`src/rtl/systolic_pkg.sv`:
```
// Shared definitions for the systolic array controllers: FSM state encoding,
// index width helper and the default flush window, so the load and drain
// controllers agree on grid timing.
package systolic_pkg;

   // One-hot controller states, registered directly as the state vector.
   typedef enum logic [3:0] {
      ST_IDLE  = 4'b0001,
      ST_FLUSH = 4'b0010,
      ST_DRAIN = 4'b0100,
      ST_CLEAR = 4'b1000
   } drain_state_e;

   // Row/column select width; at least one bit even for a 1x1 grid.
   function automatic int idx_w(input int size);
      return (size > 1) ? $clog2(size) : 1;
   endfunction

   // MAC cycles needed for the last skewed partial to reach the far corner PE.
   function automatic int default_flush_len(input int size);
      return 2 * size - 1;
   endfunction

endpackage

```
`src/rtl/systolic_idx_counter.sv`:
```
// Row-major 2-D index counter: col advances on each enable, wrapping into
// the next row; wraps back to (0,0) after the last cell. last_o flags the
// final cell (row = col = SIZE-1).
module systolic_idx_counter #(
   parameter int SIZE  = 4,
   parameter int IDX_W = 2
) (
   input  logic             clk,
   input  logic             rst,
   input  logic             clr_i,
   input  logic             en_i,
   output logic [IDX_W-1:0] row_o,
   output logic [IDX_W-1:0] col_o,
   output logic             last_o
);

   localparam logic [IDX_W-1:0] IDX_MAX = IDX_W'(SIZE - 1);

   logic [IDX_W-1:0] row_q, row_d;
   logic [IDX_W-1:0] col_q, col_d;

   // Next index: clear wins over enable; otherwise step in row-major order.
   always_comb begin
      // NOTE: every variable gets a default first so no path leaves it unassigned (no latch).
      row_d = row_q;
      col_d = col_q;
      if (clr_i) begin
         row_d = '0;
         col_d = '0;
      end else if (en_i) begin
         if (col_q == IDX_MAX) begin
            col_d = '0;
            row_d = (row_q == IDX_MAX) ? '0 : row_q + IDX_W'(1);
         end else begin
            col_d = col_q + IDX_W'(1);
         end
      end
   end

   // Index registers with synchronous reset.
   always_ff @(posedge clk) begin
      // NOTE: non-blocking assignments so every register samples pre-edge values.
      if (rst) begin
         row_q <= '0;
         col_q <= '0;
      end else begin
         row_q <= row_d;
         col_q <= col_d;
      end
   end

   assign row_o  = row_q;
   assign col_o  = col_q;
   assign last_o = (row_q == IDX_MAX) && (col_q == IDX_MAX);

endmodule

```
`src/rtl/systolic_drain_ctrl.sv`:
```
// Result readout sequencer for the SIZE x SIZE PE grid: holds MAC enabled
// for the flush window, streams every accumulator in row-major order over
// a val/rdy interface, then clears the grid and pulses done.
module systolic_drain_ctrl
   import systolic_pkg::*;
#(
   parameter  int SIZE      = 4,
   parameter  int FLUSH_LEN = default_flush_len(SIZE),
   localparam int IDX_W     = idx_w(SIZE)
) (
   input  logic             clk,
   input  logic             rst,
   input  logic             start,
   output logic             mac_en,
   output logic [IDX_W-1:0] row_sel,
   output logic [IDX_W-1:0] col_sel,
   output logic             out_val,
   input  logic             out_rdy,
   output logic             out_last,
   output logic             acc_clr,
   output logic             busy,
   output logic             done
);

   localparam int              CNT_W      = $clog2(FLUSH_LEN + 1);
   localparam logic [CNT_W-1:0] FLUSH_LAST = CNT_W'(FLUSH_LEN - 1);

   drain_state_e     state_q, state_d;
   logic [CNT_W-1:0] cnt_q, cnt_d;
   logic             in_drain;
   logic             xfer;
   logic             idx_last;

   assign in_drain = (state_q == ST_DRAIN);
   // out_val is high for the whole drain, so a beat moves whenever rdy is high.
   assign xfer     = in_drain && out_rdy;

   // Indices run only while draining and are held at (0,0) elsewhere.
   systolic_idx_counter #(
      .SIZE  (SIZE),
      .IDX_W (IDX_W)
   ) u_idx (
      .clk    (clk),
      .rst    (rst),
      .clr_i  (!in_drain),
      .en_i   (xfer),
      .row_o  (row_sel),
      .col_o  (col_sel),
      .last_o (idx_last)
   );

   // Next-state and flush-counter logic; start outside IDLE is dropped.
   always_comb begin
      state_d = state_q;
      cnt_d   = cnt_q;
      unique case (state_q)
         ST_IDLE: begin
            if (start) begin
               state_d = ST_FLUSH;
               cnt_d   = '0;
            end
         end
         ST_FLUSH: begin
            if (cnt_q == FLUSH_LAST) begin
               state_d = ST_DRAIN;
               cnt_d   = '0;
            end else begin
               cnt_d = cnt_q + CNT_W'(1);
            end
         end
         ST_DRAIN: begin
            if (xfer && idx_last) begin
               state_d = ST_CLEAR;
            end
         end
         ST_CLEAR: begin
            state_d = ST_IDLE;
         end
         default: begin
            state_d = ST_IDLE;
            cnt_d   = '0;
         end
      endcase
   end

   // State and flush counter registers; reset aborts any tile in progress.
   always_ff @(posedge clk) begin
      if (rst) begin
         state_q <= ST_IDLE;
         cnt_q   <= '0;
      end else begin
         state_q <= state_d;
         cnt_q   <= cnt_d;
      end
   end

   // Outputs decode registered state only, keeping out_rdy off every output path.
   assign mac_en   = (state_q == ST_FLUSH);
   assign out_val  = in_drain;
   assign out_last = in_drain && idx_last;
   assign acc_clr  = (state_q == ST_CLEAR);
   assign done     = (state_q == ST_CLEAR);
   assign busy     = (state_q == ST_FLUSH) || in_drain || (state_q == ST_CLEAR);

endmodule
```
`config.mk`:
```
export PLATFORM = sky130hd
export DESIGN_NAME = systolic_drain_ctrl
export DESIGN_NICKNAME = d
export VERILOG_FILES = /design/src/rtl/systolic_pkg.sv /design/src/rtl/systolic_idx_counter.sv /design/src/rtl/systolic_drain_ctrl.sv
export SDC_FILE = /design/constraint.sdc
export NUM_CORES = 1
export LEC_CHECK = 0
export ABC_AREA = 1
export CAP_MARGIN = 20
export CORE_AREA = 4 4 41 43
export CTS_CLUSTER_DIAMETER = 100
export DETAILED_ROUTE_END_ITERATION = 12
export DIE_AREA = 0 0 45 47
export PLACE_DENSITY = 0.89
export SYNTH_ARGS = -nofsm -noshare
export SYNTH_HDL_FRONTEND = slang
export SYNTH_SLANG_ARGS = --single-unit
export TNS_END_PERCENT = 50
```
`constraint.sdc`:
```
create_clock -name clk -period 2.9 [get_ports clk]
set_input_delay 0.29 -clock clk [delete_from_list [all_inputs] [get_ports clk]]
set_output_delay 0.29 -clock clk [all_outputs]
set_load 0.05 [all_outputs]
```
==> impl_metrics.env <==
export IMPL_ys_warn_count=0
export IMPL_final_cell_count_no_fill=119
export IMPL_pin_count=14
export IMPL_drt_iter0_drc=12
export IMPL_placed_cell_area_um2=787.0
export IMPL_initial_core_util_pct=49.62
export IMPL_ys_ff_latch=11
export IMPL_clk_path_buf_depth=2
export IMPL_cp_slowest_cell="clkdlybuf4s50_1"
export IMPL_finalClockSkew_ns=0.003060
export IMPL_irDropWorstVdd_mv=0.2924
export IMPL_drive_above_1_share_pct=18.27
export IMPL_root_buffer="clkbuf_4"
export IMPL_max_cap_viol_count=0
export IMPL_start_kind="register"
export IMPL_min_path_type="register to register"
export IMPL_routed_wl_um=1336
export IMPL_syn_to_final_growth_pct=25.97
export IMPL_cts_tree="built"
export IMPL_cts_repair_resized=0
export IMPL_rows=13
export IMPL_core_mm2=0.001301
export IMPL_cts_max_level=1
export IMPL_vias=625
export IMPL_routed_via_density=5.252
export IMPL_ant_nets=0
export IMPL_synth_area_um2=645.6
export IMPL_setup_viol=0
export IMPL_fillers=110
export IMPL_p_per_area_mw_per_mm2=610.2
export IMPL_min_period_over_period_pct=77.69
export IMPL_cp_max_fo=5
export IMPL_hpwl_um=1037
export IMPL_critPathBufInv=2
export IMPL_grt_pass1_wl_um=2277
export IMPL_nNetsFinal=111
export IMPL_tightest_slew_ns=0.5105
export IMPL_grt_util_all_layers_pct=14.58
export IMPL_grt_pass1_vias=564
export IMPL_die_h_um=47
export IMPL_postCtsHoldBufs=0
export IMPL_insertion_delay_ns=0.27
export IMPL_antenna_found_initial=0
export IMPL_dp_cells=115
export IMPL_clk_pin_slew_ns=0.07
export IMPL_hold_viol_final=0
export IMPL_slew_viol_final=0
export IMPL_grt_max_degree=8
export IMPL_firstDrtPassIters=4
export IMPL_period_needed_ns=2.253
export IMPL_cts_made_buffers=3
export IMPL_cpPeakStageDelay_ns=0.79
export IMPL_cts_sinks=11
export IMPL_hold_ws_ns=0.4973
export IMPL_grt_setup_unrepaired="no"
export IMPL_antenna_cells=0
export IMPL_post_cts_buffers=0
export IMPL_syn_area_per_cell_um2=7.337
export IMPL_endpoint_kind="primary output"
export IMPL_crit_chain="nor2_2 > nand2_1 > inv_2 > nor2_1 > nand2_1 > clkdlybuf4s50_1"
export IMPL_final_setup_tns_ns=0
export IMPL_fmax_ghz=0.4439
export IMPL_p_leak_uw=0.0003622
export IMPL_worst_ep_required_time_ns=2.61
export IMPL_die_x_um=45
export IMPL_wl_per_cell_um=11.23
export IMPL_run_status="finished clean"
export IMPL_io_buffers=13
export IMPL_drc=0
export IMPL_die_area_mm2=0.002115
export IMPL_arrival_ns=1.96
export IMPL_path_class="register to primary output"
export IMPL_critical_path_top_delay_family="buffers and inverters"
export IMPL_gr_total_overflow=0
export IMPL_max_slew_margin_rel_pct=65.86
export IMPL_synth_nets=94
export IMPL_ys_types=20
export IMPL_fin_area_um2=813.3
export IMPL_path_common_cell="nand2_1"
export IMPL_gp_congestion=0.8078
export IMPL_netlist_instances=88
export IMPL_ys_seq_area_share_pct=34.11
-- path summary, 6_finish.rpt --
kind                               startpoint                           to  slack [ns]  cells after the start
setup / recovery      state_q[3]$_SDFFE_PP0P_                         busy        0.65                      6
setup reg to reg  u_idx.col_o[0]$_SDFFE_PP0P_      state_q[1]$_SDFFE_PP0P_        1.70                      5
hold / removal    u_idx.row_o[1]$_SDFFE_PP0P_  u_idx.row_o[1]$_SDFFE_PP0P_        0.50                      2
hold reg to reg   u_idx.row_o[1]$_SDFFE_PP0P_  u_idx.row_o[1]$_SDFFE_PP0P_        0.50                      2
-- registers in the layout, indices dropped and copies added, names as in the netlist --
signal	flops
u_idx.col_o	2
u_idx.row_o	2
cnt_q	3
state_q	4
-- metrics by stage --
| step | utilization (%) | power [uW] | setup WS, ns |
|---|---|---|---|
| floorplan | - | 349.1 | 0.8932 |
| global placement | 60.48 | 389.5 | 0.9619 |
| detailed placement | 60.48 | 395.3 | 0.9323 |
| CTS | 62.50 | 499.5 | 0.6380 |
| global route | 62.50 | 531.7 | 0.4954 |
| finish | 62.50 | 496.3 | 0.6471 |
-- report_power, final --
group / internal, uW / switching [uW] / total [uW] / leakage (uW)
combinational: 68.0 / 132 / 200 / 0.000258
sequential: 170 / 21.2 / 192 / 0.0000893
clock: 53.3 / 51.1 / 104 / 0.0000150
-- placed cells by master (no fill, tap or decap), types with 2 or more instances in the layout --
master,count
a21boi_2,2
a21oi_1,4
clkbuf_4,3
clkdlybuf4s50_1,13
dfxtp_1,11
ha_1,2
inv_1,9
inv_2,3
nand2_1,17
nand3_1,13
nand3_2,3
nor2_1,9
nor2_2,5
o21ai_0,2
-- cell families after synthesis --
group,share of synthesized area [%]
compound gates,9.303
xor+xnor,1.357
fa+ha+maj,3.875
buf+inv,8.139
flops,34.11
simple gates,43.22
-- metal layers --
| layer | vias up | GRT usage (%) | wire length (um) |
|---|---|---|---|
| li1 | 317 | - | - |
| met1 | 277 | 16.51 | 542 |
| met2 | 25 | 25.71 | 657 |
| met3 | 6 | 3.065 | 99 |
| met4 | 0 | 7.602 | 35 |
| met5 | - | 0 | 0 |
-- final cells by class --
| type | count | area, um2 | area share [%] |
|---|---|---|---|
| multi-input cells | 64 | 372.9 | 45.85 |
| flip-flops and latches | 11 | 220.2 | 27.08 |
| well taps | 15 | 18.77 | 2.308 |
| clock buffers | 4 | 26.28 | 3.231 |
| inverters | 12 | 45.04 | 5.538 |
| repair buffers | 13 | 130.1 | 16.00 |
-- cells in the mapped netlist --
cell      count  area, um2
a211oi_1      1      7.510
a21boi_2      2      22.52
a21oi_1       4      20.02
buf_4         1      7.510
dfxtp_1      11      220.2
ha_1          2      25.02
inv_1         9      33.78
inv_2         3      11.26
nand2_1      17      63.81
nand2_4       1      11.26
nand3_1      13      65.06
nand3_2       3      30.03
nand3b_1      1      7.510
nor2_1        9      33.78
nor2_2        5      31.28
nor2_4        1      11.26
nor2_8        1      20.02
nor3_1        1      5.000
o21ai_0       2      10.01
xor2_1        1      8.760
-- tightest hold or removal path, cell delays in order, from the launching register on --
cell and delay [ns]:
dfxtp_1 0.33, nand2_1 0.08, a21boi_2 0.05
Power figures use the tool's default switching activity.
